<file path="src/rtl/axil_master_bridge_if.sv">
// Bundle of the native request/response port and the AXI4-Lite initiator port.
// The bridge uses the master modport; the responder/requester side uses the slave modport.
interface axil_master_bridge_if;
  logic        req_valid;
  logic        req_ready;
  logic [31:0] req_addr;
  logic [31:0] req_wdata;
  logic [3:0]  req_wstrb;
  logic        resp_valid;
  logic [31:0] resp_rdata;
  logic        resp_err;

  logic        m_axi_awvalid;
  logic        m_axi_awready;
  logic [31:0] m_axi_awaddr;
  logic [2:0]  m_axi_awprot;
  logic        m_axi_wvalid;
  logic        m_axi_wready;
  logic [31:0] m_axi_wdata;
  logic [3:0]  m_axi_wstrb;
  logic        m_axi_bvalid;
  logic        m_axi_bready;
  logic [1:0]  m_axi_bresp;
  logic        m_axi_arvalid;
  logic        m_axi_arready;
  logic [31:0] m_axi_araddr;
  logic [2:0]  m_axi_arprot;
  logic        m_axi_rvalid;
  logic        m_axi_rready;
  logic [31:0] m_axi_rdata;
  logic [1:0]  m_axi_rresp;

  modport master (
    input  req_valid, req_addr, req_wdata, req_wstrb,
    output req_ready, resp_valid, resp_rdata, resp_err,
    output m_axi_awvalid, m_axi_awaddr, m_axi_awprot,
    input  m_axi_awready,
    output m_axi_wvalid, m_axi_wdata, m_axi_wstrb,
    input  m_axi_wready,
    input  m_axi_bvalid, m_axi_bresp,
    output m_axi_bready,
    output m_axi_arvalid, m_axi_araddr, m_axi_arprot,
    input  m_axi_arready,
    input  m_axi_rvalid, m_axi_rdata, m_axi_rresp,
    output m_axi_rready
  );

  modport slave (
    output req_valid, req_addr, req_wdata, req_wstrb,
    input  req_ready, resp_valid, resp_rdata, resp_err,
    input  m_axi_awvalid, m_axi_awaddr, m_axi_awprot,
    output m_axi_awready,
    input  m_axi_wvalid, m_axi_wdata, m_axi_wstrb,
    output m_axi_wready,
    output m_axi_bvalid, m_axi_bresp,
    input  m_axi_bready,
    input  m_axi_arvalid, m_axi_araddr, m_axi_arprot,
    output m_axi_arready,
    output m_axi_rvalid, m_axi_rdata, m_axi_rresp,
    input  m_axi_rready
  );
endinterface

</file>
<file path="src/rtl/axil_master_bridge.sv">
// Single-outstanding native-to-AXI4-Lite initiator with per-phase timeout abort.
// All outputs come straight from flops; one transaction in flight at a time.
module axil_master_bridge #(
  parameter int TIMEOUT = 256
) (
  input logic               CLK,
  input logic               RSTb,
  axil_master_bridge_if.master bus
);
  localparam int CNT_W = $clog2(TIMEOUT + 1);

  typedef enum logic [2:0] {IDLE, RD, WR, WRESP, RESP} state_t;

  state_t            state_q, state_d;
  logic [CNT_W-1:0]  tmo_cnt_q, tmo_cnt_d;
  logic              req_ready_q, req_ready_d;
  logic              resp_valid_q, resp_valid_d;
  logic              resp_err_q, resp_err_d;
  logic [31:0]       resp_rdata_q, resp_rdata_d;
  logic              arvalid_q, arvalid_d;
  logic              rready_q, rready_d;
  logic              awvalid_q, awvalid_d;
  logic              wvalid_q, wvalid_d;
  logic              bready_q, bready_d;
  logic [31:0]       addr_q, addr_d;
  logic [31:0]       wdata_q, wdata_d;
  logic [3:0]        wstrb_q, wstrb_d;

  logic        accept, is_rd, tmo;
  logic        ar_hs, r_hs, aw_hs, w_hs, b_hs, wr_addr_done;
  logic        done, done_err;
  logic [31:0] done_rdata;
  logic        unused_resp_lsb;

  assign unused_resp_lsb = ^{bus.m_axi_rresp[0], bus.m_axi_bresp[0]};

  assign accept = bus.req_valid && req_ready_q;
  assign is_rd  = (bus.req_wstrb == 4'b0000);
  assign tmo    = (tmo_cnt_q == CNT_W'(TIMEOUT));
  assign ar_hs  = arvalid_q && bus.m_axi_arready;
  assign r_hs   = rready_q  && bus.m_axi_rvalid;
  assign aw_hs  = awvalid_q && bus.m_axi_awready;
  assign w_hs   = wvalid_q  && bus.m_axi_wready;
  assign b_hs   = bready_q  && bus.m_axi_bvalid;
  // Both address and data channels are clear after this cycle.
  assign wr_addr_done = !(awvalid_q && !bus.m_axi_awready) && !(wvalid_q && !bus.m_axi_wready);

  always_ff @(posedge CLK) begin
    if (!RSTb) state_q <= IDLE;
    else       state_q <= state_d;
  end

  always_comb begin
    state_d = state_q;
    case (state_q)
      IDLE, RESP: state_d = accept ? (is_rd ? RD : WR) : IDLE;
      RD:         if (r_hs || tmo) state_d = RESP;
      WR: begin
        if (wr_addr_done) state_d = WRESP;
        else if (tmo)     state_d = RESP;
      end
      WRESP:      if (b_hs || tmo) state_d = RESP;
      default:    state_d = IDLE;
    endcase
  end

  always_comb begin
    req_ready_d  = 1'b0;
    resp_valid_d = 1'b0;
    resp_err_d   = 1'b0;
    resp_rdata_d = '0;
    arvalid_d    = arvalid_q && !bus.m_axi_arready;
    rready_d     = rready_q  && !bus.m_axi_rvalid;
    awvalid_d    = awvalid_q && !bus.m_axi_awready;
    wvalid_d     = wvalid_q  && !bus.m_axi_wready;
    bready_d     = bready_q  && !bus.m_axi_bvalid;
    addr_d       = addr_q;
    wdata_d      = wdata_q;
    wstrb_d      = wstrb_q;
    tmo_cnt_d    = '0;
    done         = 1'b0;
    done_err     = 1'b0;
    done_rdata   = '0;
    case (state_q)
      IDLE, RESP: begin
        req_ready_d = 1'b1;
        if (accept) begin
          req_ready_d = 1'b0;
          addr_d      = bus.req_addr;
          wdata_d     = bus.req_wdata;
          wstrb_d     = bus.req_wstrb;
          if (is_rd) begin
            arvalid_d = 1'b1;
            rready_d  = 1'b1;
          end else begin
            awvalid_d = 1'b1;
            wvalid_d  = 1'b1;
          end
        end
      end
      RD: begin
        // A completing data beat wins over an abort in the same cycle.
        if (r_hs) begin
          done       = 1'b1;
          done_err   = bus.m_axi_rresp[1];
          done_rdata = bus.m_axi_rdata;
        end else if (tmo) begin
          done     = 1'b1;
          done_err = 1'b1;
        end else if (!ar_hs) begin
          tmo_cnt_d = tmo_cnt_q + 1'b1;
        end
      end
      WR: begin
        if (wr_addr_done) begin
          bready_d = 1'b1;
        end else if (tmo) begin
          done     = 1'b1;
          done_err = 1'b1;
        end else if (!(aw_hs || w_hs)) begin
          tmo_cnt_d = tmo_cnt_q + 1'b1;
        end
      end
      WRESP: begin
        if (b_hs) begin
          done     = 1'b1;
          done_err = bus.m_axi_bresp[1];
        end else if (tmo) begin
          done     = 1'b1;
          done_err = 1'b1;
        end else begin
          tmo_cnt_d = tmo_cnt_q + 1'b1;
        end
      end
      default: ;
    endcase
    // Completion or abort: release every AXI valid/ready and present the response.
    if (done) begin
      arvalid_d    = 1'b0;
      rready_d     = 1'b0;
      awvalid_d    = 1'b0;
      wvalid_d     = 1'b0;
      bready_d     = 1'b0;
      resp_valid_d = 1'b1;
      resp_err_d   = done_err;
      resp_rdata_d = done_rdata;
      req_ready_d  = 1'b1;
    end
  end

  always_ff @(posedge CLK) begin
    if (!RSTb) begin
      tmo_cnt_q    <= '0;
      req_ready_q  <= 1'b0;
      resp_valid_q <= 1'b0;
      resp_err_q   <= 1'b0;
      resp_rdata_q <= '0;
      arvalid_q    <= 1'b0;
      rready_q     <= 1'b0;
      awvalid_q    <= 1'b0;
      wvalid_q     <= 1'b0;
      bready_q     <= 1'b0;
      addr_q       <= '0;
      wdata_q      <= '0;
      wstrb_q      <= '0;
    end else begin
      tmo_cnt_q    <= tmo_cnt_d;
      req_ready_q  <= req_ready_d;
      resp_valid_q <= resp_valid_d;
      resp_err_q   <= resp_err_d;
      resp_rdata_q <= resp_rdata_d;
      arvalid_q    <= arvalid_d;
      rready_q     <= rready_d;
      awvalid_q    <= awvalid_d;
      wvalid_q     <= wvalid_d;
      bready_q     <= bready_d;
      addr_q       <= addr_d;
      wdata_q      <= wdata_d;
      wstrb_q      <= wstrb_d;
    end
  end

  assign bus.req_ready     = req_ready_q;
  assign bus.resp_valid    = resp_valid_q;
  assign bus.resp_err      = resp_err_q;
  assign bus.resp_rdata    = resp_rdata_q;
  assign bus.m_axi_awvalid = awvalid_q;
  assign bus.m_axi_awaddr  = addr_q;
  assign bus.m_axi_awprot  = 3'b000;
  assign bus.m_axi_wvalid  = wvalid_q;
  assign bus.m_axi_wdata   = wdata_q;
  assign bus.m_axi_wstrb   = wstrb_q;
  assign bus.m_axi_bready  = bready_q;
  assign bus.m_axi_arvalid = arvalid_q;
  assign bus.m_axi_araddr  = addr_q;
  assign bus.m_axi_arprot  = 3'b000;
  assign bus.m_axi_rready  = rready_q;
endmodule

</file>
<file path="src/flat_wrapper.sv">
// flat-port wrapper written by rule: the top's interface ports become plain ports
module axil_master_bridge_flat 
#(
  parameter int TIMEOUT = 256
)
  (CLK, RSTb, bus_req_valid, bus_req_addr, bus_req_wdata, bus_req_wstrb, bus_req_ready, bus_resp_valid, bus_resp_rdata, bus_resp_err, bus_m_axi_awvalid, bus_m_axi_awaddr, bus_m_axi_awprot, bus_m_axi_awready, bus_m_axi_wvalid, bus_m_axi_wdata, bus_m_axi_wstrb, bus_m_axi_wready, bus_m_axi_bvalid, bus_m_axi_bresp, bus_m_axi_bready, bus_m_axi_arvalid, bus_m_axi_araddr, bus_m_axi_arprot, bus_m_axi_arready, bus_m_axi_rvalid, bus_m_axi_rdata, bus_m_axi_rresp, bus_m_axi_rready);
  axil_master_bridge_if bus_i ();
  input logic CLK;
  input logic RSTb;
  input wire logic [$bits(bus_i.req_valid)-1:0] bus_req_valid;
  input wire logic [$bits(bus_i.req_addr)-1:0] bus_req_addr;
  input wire logic [$bits(bus_i.req_wdata)-1:0] bus_req_wdata;
  input wire logic [$bits(bus_i.req_wstrb)-1:0] bus_req_wstrb;
  output wire logic [$bits(bus_i.req_ready)-1:0] bus_req_ready;
  output wire logic [$bits(bus_i.resp_valid)-1:0] bus_resp_valid;
  output wire logic [$bits(bus_i.resp_rdata)-1:0] bus_resp_rdata;
  output wire logic [$bits(bus_i.resp_err)-1:0] bus_resp_err;
  output wire logic [$bits(bus_i.m_axi_awvalid)-1:0] bus_m_axi_awvalid;
  output wire logic [$bits(bus_i.m_axi_awaddr)-1:0] bus_m_axi_awaddr;
  output wire logic [$bits(bus_i.m_axi_awprot)-1:0] bus_m_axi_awprot;
  input wire logic [$bits(bus_i.m_axi_awready)-1:0] bus_m_axi_awready;
  output wire logic [$bits(bus_i.m_axi_wvalid)-1:0] bus_m_axi_wvalid;
  output wire logic [$bits(bus_i.m_axi_wdata)-1:0] bus_m_axi_wdata;
  output wire logic [$bits(bus_i.m_axi_wstrb)-1:0] bus_m_axi_wstrb;
  input wire logic [$bits(bus_i.m_axi_wready)-1:0] bus_m_axi_wready;
  input wire logic [$bits(bus_i.m_axi_bvalid)-1:0] bus_m_axi_bvalid;
  input wire logic [$bits(bus_i.m_axi_bresp)-1:0] bus_m_axi_bresp;
  output wire logic [$bits(bus_i.m_axi_bready)-1:0] bus_m_axi_bready;
  output wire logic [$bits(bus_i.m_axi_arvalid)-1:0] bus_m_axi_arvalid;
  output wire logic [$bits(bus_i.m_axi_araddr)-1:0] bus_m_axi_araddr;
  output wire logic [$bits(bus_i.m_axi_arprot)-1:0] bus_m_axi_arprot;
  input wire logic [$bits(bus_i.m_axi_arready)-1:0] bus_m_axi_arready;
  input wire logic [$bits(bus_i.m_axi_rvalid)-1:0] bus_m_axi_rvalid;
  input wire logic [$bits(bus_i.m_axi_rdata)-1:0] bus_m_axi_rdata;
  input wire logic [$bits(bus_i.m_axi_rresp)-1:0] bus_m_axi_rresp;
  output wire logic [$bits(bus_i.m_axi_rready)-1:0] bus_m_axi_rready;
  assign bus_i.req_valid = bus_req_valid;
  assign bus_i.req_addr = bus_req_addr;
  assign bus_i.req_wdata = bus_req_wdata;
  assign bus_i.req_wstrb = bus_req_wstrb;
  assign bus_req_ready = bus_i.req_ready;
  assign bus_resp_valid = bus_i.resp_valid;
  assign bus_resp_rdata = bus_i.resp_rdata;
  assign bus_resp_err = bus_i.resp_err;
  assign bus_m_axi_awvalid = bus_i.m_axi_awvalid;
  assign bus_m_axi_awaddr = bus_i.m_axi_awaddr;
  assign bus_m_axi_awprot = bus_i.m_axi_awprot;
  assign bus_i.m_axi_awready = bus_m_axi_awready;
  assign bus_m_axi_wvalid = bus_i.m_axi_wvalid;
  assign bus_m_axi_wdata = bus_i.m_axi_wdata;
  assign bus_m_axi_wstrb = bus_i.m_axi_wstrb;
  assign bus_i.m_axi_wready = bus_m_axi_wready;
  assign bus_i.m_axi_bvalid = bus_m_axi_bvalid;
  assign bus_i.m_axi_bresp = bus_m_axi_bresp;
  assign bus_m_axi_bready = bus_i.m_axi_bready;
  assign bus_m_axi_arvalid = bus_i.m_axi_arvalid;
  assign bus_m_axi_araddr = bus_i.m_axi_araddr;
  assign bus_m_axi_arprot = bus_i.m_axi_arprot;
  assign bus_i.m_axi_arready = bus_m_axi_arready;
  assign bus_i.m_axi_rvalid = bus_m_axi_rvalid;
  assign bus_i.m_axi_rdata = bus_m_axi_rdata;
  assign bus_i.m_axi_rresp = bus_m_axi_rresp;
  assign bus_m_axi_rready = bus_i.m_axi_rready;
  axil_master_bridge #(.TIMEOUT(TIMEOUT)) u_core (.CLK(CLK), .RSTb(RSTb), .bus(bus_i));
endmodule
</file>
<file path="config.mk">
export PLATFORM = sky130hd
export DESIGN_NAME = axil_master_bridge_flat
export DESIGN_NICKNAME = d
export VERILOG_FILES = /design/src/rtl/axil_master_bridge_if.sv /design/src/rtl/axil_master_bridge.sv /design/src/flat_wrapper.sv
export SDC_FILE = /design/constraint.sdc
export NUM_CORES = 1
export LEC_CHECK = 0
export BUFFER_PORTS_ARGS = -buffer_cell sky130_fd_sc_hd__buf_2
export CAP_MARGIN = 0
export CORE_MARGIN = 2
export CORE_UTILIZATION = 44
export DETAILED_ROUTE_END_ITERATION = 6
export PLACE_DENSITY = 0.82
export RECOVER_POWER = 25
export SETUP_SLACK_MARGIN = 0.15
export SYNTH_ARGS = -nofsm -noshare
export SYNTH_HDL_FRONTEND = slang
export SYNTH_SLANG_ARGS = --single-unit
</file>
<file path="constraint.sdc">
create_clock -name CLK -period 2.08 [get_ports CLK]
set_clock_uncertainty 0.1 [all_clocks]
set_input_delay 0.52 -clock CLK [delete_from_list [all_inputs] [get_ports CLK]]
set_output_delay 0.52 -clock CLK [all_outputs]
set_load 0.05 [all_outputs]
</file>
## Yosys cells after proc, flatten, opt, wreduce, memory -nomap -nowiden

Cells that the tools add are included.

- Logic and storage cells: 96
- Input bits: 112
- Flip-flop bits (word level): 120
- Output and inout bits: 146

- Add/sub/neg operators: 1
- Mux-type cells: 42
- Eq/ne operators: 8
- Bitwise gates (word level): 1
- Reduce and logical (&&, ||, !) cells: 30

Operators with widths:

| cell | number |
|---|---|
| 2-to-1 mux 9 bit | 8 |
| one-hot mux 9 bit (3 select lines) | 1 |
| 2-to-1 mux 1 bit | 24 |
| 2-to-1 mux 3 bit | 5 |
| logical AND 1 bit | 12 |
| one-hot mux 3 bit (4 select lines) | 1 |
| adder 9 x 1 -> 9 bit (second input constant) | 1 |
| == test 9 bit (second input constant) | 1 |
| logical NOT 1 bit | 7 |
| == test 3 x 2 -> 1 bit (second input constant) | 2 |
| one-hot mux 1 bit (3 select lines) | 2 |
| logical NOT 4 bit | 1 |
| inequality test 2 x 1 -> 1 bit (second input constant) | 2 |
| AND reduction 2 bit | 2 |
| AND reduction 4 bit | 1 |
| OR reduction 2 bit | 2 |
| == test 3 x 1 -> 1 bit (second input constant) | 1 |
| == test 3 bit (second input constant) | 1 |
| logical NOT 3 bit | 1 |
| logical OR 1 bit | 3 |
| inequality test 3 x 1 -> 1 bit (second input constant) | 1 |
| AND reduction 3 bit | 1 |
| 2-to-1 mux 2 bit | 1 |
| inverter 1 bit | 1 |

## Depth between registers and ports, before layout

Gate-level depths: netlist (run 1).

- Depth after elaboration: 7
- Mapped depth: 7

## Least setup slack after synthesis (run 1)

Ideal clock, no wire load.

- Path kind: register to register
- Start: register u_core.req_ready_q (netlist: u_core.bus.req_ready)
- End: register u_core.wdata_q[24] (netlist: u_core.bus.m_axi_wdata[24])
- Stages on the path, launching flop included: 7
- Clock period less this slack: 1,761 ps
- Path buffers: 2
- Slack: 319 ps
- Arrival time: 1,591 ps
- Cell sequence: dfxtp_1 nand2_1 nor3_4 buf_2 buf_2 nand2_1 a21oi_1

- Longest elaborated chain between the ends: 2

RTL lines:

| what | line | RTL |
|---|---|---|
| from (decl) | axil_master_bridge.sv:16 | `logic req_ready_q, req_ready_d;` |
| from (signal assigned) | axil_master_bridge.sv:168 | `req_ready_q <= req_ready_d;` |
| logical AND 1 bit | axil_master_bridge.sv:37 | `assign accept = bus.req_valid && req_ready_q;` |
| AND reduction 2 bit (no line) | - |  |
| to (signal assigned) | axil_master_bridge.sv:178 | `wdata_q <= wdata_d;` |
| to (decl) | axil_master_bridge.sv:26 | `logic [31:0] wdata_q, wdata_d;` |

Every way passes these cells.
A chain may end at the register's enable or synchronous reset.

## Final worst setup path (run 1)

- Start: register u_core.bready_q (netlist: u_core.bus.m_axi_bready)
- End: output port bus_m_axi_bready

RTL lines:

| what | line | RTL |
|---|---|---|
| from (decl) | axil_master_bridge.sv:24 | `logic bready_q, bready_d;` |
| from (signal assigned) | axil_master_bridge.sv:176 | `bready_q <= bready_d;` |
| to (decl) | flat_wrapper.sv:28 | `output wire logic [$bits(bus_i.m_axi_bready)-1:0] bus_m_axi_bready;` |

No word-level cell between the ends.

==> summary.md, run 1 <==
| Metric | Value |
|---|---|
| Reported max-cap violation count | 0 |
| I/O Buffers | about 250 |
| ANT nets after route | 0 |
| Area growth from synthesis to final layout | 37.9% |
| Clock root buffer | clkbuf_8 |
| Number of placement rows | 36 |
| RePlAce Congestion | between 0.8 and 0.9 |
| Static leakage | ~3.0 nW |
| First-pass GRT wire length | 18800 um |
| Syn Area/Cell | 8.71 um^2 |
| Fill cell total of the finished layout | a little over 800 |
| Yosys synthesis warning count | 0 |
| Most frequently used flop master after synthesis | dfxtp_1 |
| Number of buffers added to fix hold violations after cts | 0 |
| Cell type of the slowest stage on the worst timing path | dfxtp_1 |
| Total overflow reported by the global router | 0 |
| Critical Setup Path Class | reg2out |
| Cts repair resizes | 0 |
| Final wirelength | 12000 um |
| Post-Syn Area | 0.00450 mm^2 |
| Highest attainable clock frequency | roughly 540 MHz |
| Ratio of routed vias to standard cells | around 4.8 |
| Initial drt markers | 223 |
| Maximum clock path buffer count | 2 |
| CTS H-tree depth | 4 |
| Area taken by flip-flops and latches | 0.00240 mm^2 |
| Layout net count | roughly 850 |
| Yosys cell types | 45 |
| Die Area | around 0.011 mm^2 |
| Clk Latency, worst-skew pair | 0.50 ns |
| Die width | ~110 um |
| Worst path bufs/invs | 1 |
| CP required | 1.46 ns |
| Post-placement setup slack | 0.280 ns |
| Diodes inserted | 0 |
| Initial antenna violation count | 0 |
| Count of flip-flops with a built-in enable after synthesis | 0 |
| Cell count after synthesis | ~520 |
| Sequence of cells on the critical path | buf_2 |
| Status | finished, final reports clean |
| Count of final max-slew check failures | 0 |
| Pwr dens | 1190 mW/mm^2 |
| Cell Count Post-Placement | 847 |
| Maximum fanout count along the critical path | 7 |
| Gate family responsible for the most delay along the worst path | flip-flops |
| Final cell count without fillers | about 880 |
| TritonCTS Buffers | 17 |
| Total global-route track usage | 0.214 |
| Vertical die dimension | around 110 um |
| Final Hold Fails | 0 |
| Area taken by multi-input logic gates | 0.00170 mm^2 |
| Final critical-path share of the clock period | 0.892 |
| Final critical delay including setup and external delays | between 1.5 and 2 ns |
| Number of post-CTS setup repair buffers | 0 |
| Number of global-route vias before repair | between 4000 and 5000 |
| Effective utilization at floorplan | 0.456 |
| Pre-Repair DR Iteration Count | 5 |
| Slew at the pin closest to its max-slew limit | 0.594 ns |
| Finished Core Util | 0.629 |
| CP Launch Type | register |
| Final setup violation count | 0 |
| Share of flip-flops with an asynchronous set or reset | 0 |
| Wire length per cell after detailed routing | ~14 um |
| CTS tree | done |
| Ratio of cells with drive above 1 in the final layout | 0.402 |
| Post-synthesis sequential area ratio | 0.534 |
| HP Class | in2reg |
| Pin count of the biggest net entering global routing | 53 |
| I/O pin count | 258 |
| Relative slew slack | 0.601 |
| Post-synthesis register bit count | 120 |
| Area of the core region | 0.00986 mm^2 |
| Peak ir drop on the vdd network | 714 uV |
| Category of the worst setup path capture point | output port |
| Clock sink count | 120 |
| Arr. time, crit path | 1.23 ns |
| RSZ-0062 raised after global routing | true |
| Remaining routing DRC violations | 0 |
| Post-CTS clock slew at the launch and capture registers of the worst setup and hold paths | 0.06 ns |
| Detailed Place HPWL | 8900 um |
| Setup Total Neg Slack | 0 ns |
| WHS | 0.111 ns |
| Worst setup slack after layout | 0.225 ns |
| Via count | 4230 |
| Crit-path max cell delay | 0.43 ns |
==> layer usage <==
metal,routed length [um],global-route usage
met3,853,0.0593
met2,6340,0.399
met5,0,0
met1,4540,0.216
met4,299,0.107
==> cell families (layout without fill, tap and decap cells) <==
logic type,after synthesis,in the layout,synth area share
xor+xnor,7,7,0.0136
buf+inv,68,292,0.0931
other cells,1,6,0.000833
flops,120,120,0.534
compound gates,92,92,0.120
fa+ha+maj,2,2,0.00556
simple gates,227,227,0.234
==> worst reg2reg max path, cell delays in order (launching register included) <==
cell      delay, ns
dfxtp_1        0.39
inv_1          0.07
ha_1           0.20
and4bb_2       0.28
a21oi_1        0.33
o311ai_4       0.25
nor2_1         0.18
==> layout by cell type, fill, tap and decap left out, types with 2 or more instances in the layout <==
cell type / n
nand3_1: 8
o21ai_0: 2
nand2b_1: 7
and2_1: 35
bufinv_16: 3
a31oi_1: 2
inv_1: 3
clkinvlp_4: 4
xor2_1: 2
dfxtp_1: 120
buf_2: 249
buf_4: 4
ha_1: 2
nand4_1: 3
clkinv_2: 4
conb_1: 6
nor2b_1: 2
nor3_1: 2
clkbuf_8: 4
nor2_1: 14
clkbuf_16: 16
nand2_1: 146
a21oi_1: 76
xnor2_1: 5
buf_12: 2
==> stage by stage <==
step | area, um^2 | power (W)
after global routing | 6210 | 0.00770
after global placement | 5610 | 0.00449
final | 6210 | 0.00742
after floorplan | 4520 | 0.00416
after CTS | 6210 | 0.00745
after detailed placement | 5610 | 0.00453
==> final timing paths <==
kind / startpoint / to / slack [ns] / cells after the start
max: u_core.bus.m_axi_bready$_SDFF_PP0_ / bus_m_axi_bready / 0.23 / 1
min: bus_m_axi_rdata[1] / u_core.bus.resp_rdata[1]$_SDFF_PN0_ / 0.11 / 2
max reg2reg: u_core.tmo_cnt_q[0]$_SDFF_PN0_ / u_core.tmo_cnt_q[5]$_SDFF_PN0_ / 0.23 / 6
min reg2reg: u_core.bus.m_axi_wdata[25]$_SDFFE_PN0P_ / u_core.bus.m_axi_wdata[25]$_SDFFE_PN0P_ / 0.35 / 2
==> Yosys cell counts, types with 2 or more instances <==
library cell / count / area, um^2
a31oi_1: 2 / 12.5
nand2b_1: 7 / 43.8
clkbuf_1: 16 / 60.1
nor2b_1: 2 / 12.5
dfxtp_1: 120 / 2400
nor2_1: 14 / 52.6
inv_1: 3 / 11.3
ha_1: 2 / 25.0
nor3_1: 2 / 10.0
buf_4: 39 / 293
xnor2_1: 5 / 43.8
clkbuf_2: 3 / 15.0
nand3_1: 8 / 40.0
xor2_1: 2 / 17.5
nand2_1: 146 / 548
nand4_1: 3 / 18.8
a21oi_1: 76 / 380
and2_1: 35 / 219
buf_2: 5 / 25.0
o21ai_0: 2 / 10.0
==> report_power, final <==
part | total [W] | internal, W | switching (W) | leakage (nW)
sequential | 0.00265 | 0.00249 | 0.000160 | 0.971
combinational | 0.00183 | 0.000467 | 0.00136 | 1.70
clock | 0.00294 | 0.00191 | 0.00103 | 0.289
total | 0.00742 | 0.00487 | 0.00255 | 2.96
==> registers in the layout, summed over array words and instances (netlist names), 3 cells and up <==
| signal | cells |
|---|---|
| u_core.bus.m_axi_araddr | 32 |
| u_core.bus.m_axi_wdata | 32 |
| u_core.bus.resp_rdata | 32 |
| u_core.tmo_cnt_q | 9 |
| u_core.bus.m_axi_wstrb | 4 |
| u_core.state_q | 3 |
==> cell type report <==
class                           count  area share
Sequential cell                   120       0.387
Inverter                            4     0.00242
Tap cell                          133      0.0268
Timing Repair Buffer              256       0.213
Multi-Input combinational cell    334       0.274
Clock inverter                     12      0.0240
Clock buffer                       20      0.0734
No activity file was read; power rests on OpenSTA's default activity.
==> run 2, diff against run 1 <==
CORE_UTILIZATION = 25   (was 44)
PLACE_DENSITY = 0.53   (was 0.82)
clock period = 1.9 ns   (was 2.08 ns; I/O delays follow)
==> run 2 against run 1 <==
Sequential cell count stayed put. Sequential share of layout area is 0.91 points lower. Power is 8.8% higher.
==> summary.md, run 2 (synthesis gave the netlist of run 1 again) <==
| Metric | Value |
|---|---|
| Area of the core region | 0.0178 mm^2 (+81%) |
| Layout net count | 852 (+0.59%) |
| Setup Total Neg Slack | 0 ns (unchanged) |
| Timing startpoint of the critical path | u_core.bus.m_axi_wdata[1]$_SDFFE_PN0P_ |
| Number of placement rows | 49 (+36%) |
| Crit-path max cell delay | 0.47 ns (+0.04 ns) |
| Pin count of the biggest net entering global routing | 36 (-32%) |
| Cell type of the slowest stage on the worst timing path | clkbuf_1 |
| Arr. time, crit path | 1.20 ns (-0.03 ns) |
| Count of final max-slew check failures | 0 (unchanged) |
| Area growth from synthesis to final layout | 41.5% |
| ANT nets after route | 0 (unchanged) |
| Post-CTS clock slew at the launch and capture registers of the worst setup and hold paths | 0.06 ns (about the same) |
| Final critical delay including setup and external delays | approximately 1.8 ns |
| Share of total power in sequential cells | 0.357 (about the same) |
| Total global-route track usage | 0.127 (-0.0872) |
| Relative slew slack | 0.592 (-0.00862) |
| Clk Latency, worst-skew pair | 0.41 ns (-0.09 ns) |
| CTS tree | done |
| Critical Setup Path Class | reg2out |
| Pwr dens | 1270 mW/mm^2 (+6.0%) |
| Diodes inserted | 0 (unchanged) |
| Worst r2r dst | u_core.bus.m_axi_araddr[6]$_SDFFE_PN0P_ |
| Via count | 4072 (-3.7%) |
| Most used cells in the layout excluding fill and tap cells | 211 x buf_2, 146 x nand2_1, 117 x dfxtp_1, 75 x a21oi_1, 35 x and2_1 |
| RePlAce Congestion | 0.740 (-7.9%) |
| Fill cell total of the finished layout | 1921 (+140%) |
| Die width | 138 um (+31%) |
| RSZ-0062 raised after global routing | true |
| Effective utilization at floorplan | 0.252 (-0.204) |
| Final wirelength | 12300 um (+2.2%) |
| Ratio of cells with drive above 1 in the final layout | 0.395 (-0.00667) |
| Maximum fanout count along the critical path | 2 (-5) |
| Fraction of power consumed by the clock network | 0.384 (-0.012) |
| Gate family responsible for the most delay along the worst path | buffers and inverters |
| End point of the critical path | bus_m_axi_wdata[1] |
| Int Pwr | 0.00511 W (+5.1%) |
| Pre-Repair DR Iteration Count | 4 (-1) |
| Status | finished, final reports clean |
| Combinational power share | 0.259 (+0.012) |
| Detailed Place HPWL | 8800 um (-1.1%) |
| Initial antenna violation count | 0 (unchanged) |
| Peak ir drop on the vdd network | 571 uV (-20%) |
| Worst path bufs/invs | 1 (unchanged) |
| HP Class | in2reg |
| Total overflow reported by the global router | 0 (unchanged) |
| Number of global-route vias before repair | 3666 (-10%) |
| Number of buffers added to fix hold violations after cts | 0 (unchanged) |
| Remaining routing DRC violations | 0 (unchanged) |
| Initial drt markers | 125 (-44%) |
| Clock sink count | 120 (unchanged) |
| Post-route cell area | 0.00637 mm^2 (+2.6%) |
| Highest attainable clock frequency | 564 MHz |
| Final setup violation count | 0 (unchanged) |
| Total placed instance area | 0.00580 mm^2 (+3.4%) |
| I/O Buffers | 249 (unchanged) |
| Static leakage | 2.91 nW (-1.7%) |
| CP required | 1.32 ns (-0.14 ns) |
| Maximum clock path buffer count | 2 (unchanged) |
| CTS H-tree depth | 4 (unchanged) |
| Reg2reg path depth | 5 (-1) |
| Reported max-cap violation count | 0 (unchanged) |
| Final critical-path share of the clock period | 0.932 |
| Ratio of routed vias to standard cells | 4.16 (-14%) |
| Reg-to-Reg Start | u_core.state_q[0]$_SDFFE_PN0P_ |
| Leading cell type in the layout, fill and taps excluded | buf_2 |
| Fraction of power spent switching nets | 0.366 (+0.0223) |
| First-pass GRT wire length | 19200 um (+2.4%) |
| Wire length per cell after detailed routing | 12.5 um (-8.3%) |
| TritonCTS Buffers | 17 (unchanged) |
| Logic depth of the worst setup path including buffers | 1 (unchanged) |
| Category of the worst setup path capture point | output port |
| Clock root buffer | clkbuf_16 |
| Slew at the pin closest to its max-slew limit | 0.615 ns (+0.0205 ns) |
| CP Launch Type | register |
| I/O pin count | 258 (unchanged) |
| Sw Pwr | 0.00295 W (+16%) |
| Die Area | 0.0191 mm^2 (+73%) |
| Flop2flop setup slack | 0.24 ns (about the same) |
| Vertical die dimension | 138 um (+31%) |
| Final Hold Fails | 0 (unchanged) |
| Sequence of cells on the critical path | clkbuf_1 |
run 2: changes by cell type in the layout (fill, tap and decap cells not counted), moves of 4 or more:
| cell | delta |
|---|---|
| clkbuf_8 | -4 |
| clkbuf_2 | +23 |
| clkbuf_1 | +14 |
| inv_6 | +4 |
| clkinv_4 | +6 |
| buf_2 | -38 |
run 2: per-stage QoR:
step | utilization | worst slack [ns] | hold slack, ns | instances | total power (W)
after global routing | 0.357 | 0.0895 | 0.144 | 980 | 0.00843
final | 0.357 | 0.128 | 0.154 | 980 | 0.00806
after floorplan | - | 0.276 | 0.341 | 522 | 0.00456
after CTS | 0.357 | 0.152 | 0.130 | 979 | 0.00821
after global placement | 0.325 | 0.179 | 0.339 | 947 | 0.00504
after detailed placement | 0.325 | 0.151 | 0.344 | 947 | 0.00504
run 2: worst min path at each step:
stage	to	depth (start not counted)	slack, ns	from
2_1_floorplan	u_core.tmo_cnt_q[0]$_SDFF_PN0_	1	0.34	u_core.tmo_cnt_q[0]$_SDFF_PN0_
3_5_place_dp	u_core.bus.m_axi_wdata[1]$_SDFFE_PN0P_	2	0.34	u_core.bus.m_axi_wdata[1]$_SDFFE_PN0P_
4_1_cts	u_core.bus.resp_rdata[30]$_SDFF_PN0_	2	0.13	bus_m_axi_rdata[30]
6_report	u_core.bus.resp_rdata[30]$_SDFF_PN0_	2	0.15	bus_m_axi_rdata[30]
5_1_grt	u_core.bus.resp_rdata[30]$_SDFF_PN0_	2	0.14	bus_m_axi_rdata[30]
3_3_place_gp	u_core.bus.m_axi_wdata[19]$_SDFFE_PN0P_	2	0.34	u_core.bus.m_axi_wdata[19]$_SDFFE_PN0P_
run 2: worst reg2reg max path, stage by stage (launching register included):
cell and delay, ns:
dfxtp_1 0.37, clkbuf_1 0.15, nor3_2 0.49, buf_12 0.26, nand2_1 0.09, a21oi_1 0.13
run 2: area by class of cell:
cell class                      instances  area, um^2  area share
Inverter                                4        15.0     0.00236
Clock buffer                           17         425      0.0668
Multi-Input combinational cell        334        1710       0.268
Tap cell                              229         287      0.0450
Timing Repair Buffer                  261        1380       0.217
Clock inverter                         15         144      0.0226
Sequential cell                       120        2410       0.378
run 2: repair_timing:
action                                  CTS  global route
setup buffers                             0             1
resized for setup                         2             2
endpoints found under the setup margin    3            33
pin swaps                                 0             0
run 2: power groups by stage:
stage / sequential (W) / clock (W) / combinational [W]
floorplan: 0.00352 / 0 / 0.00104
global placement: 0.00292 / 0 / 0.00212
detailed placement: 0.00293 / 0 / 0.00211
CTS: 0.00288 / 0.00321 / 0.00212
global route: 0.00291 / 0.00330 / 0.00222
finish: 0.00288 / 0.00310 / 0.00209
run 2: routing by layer:
layer	global-route usage	vias up	routed length [um]
li1	-	2084	-
met1	0.150	1804	5380
met2	0.206	173	5760
met3	0.0513	11	991
met4	0.0499	0	163
met5	0	-	0
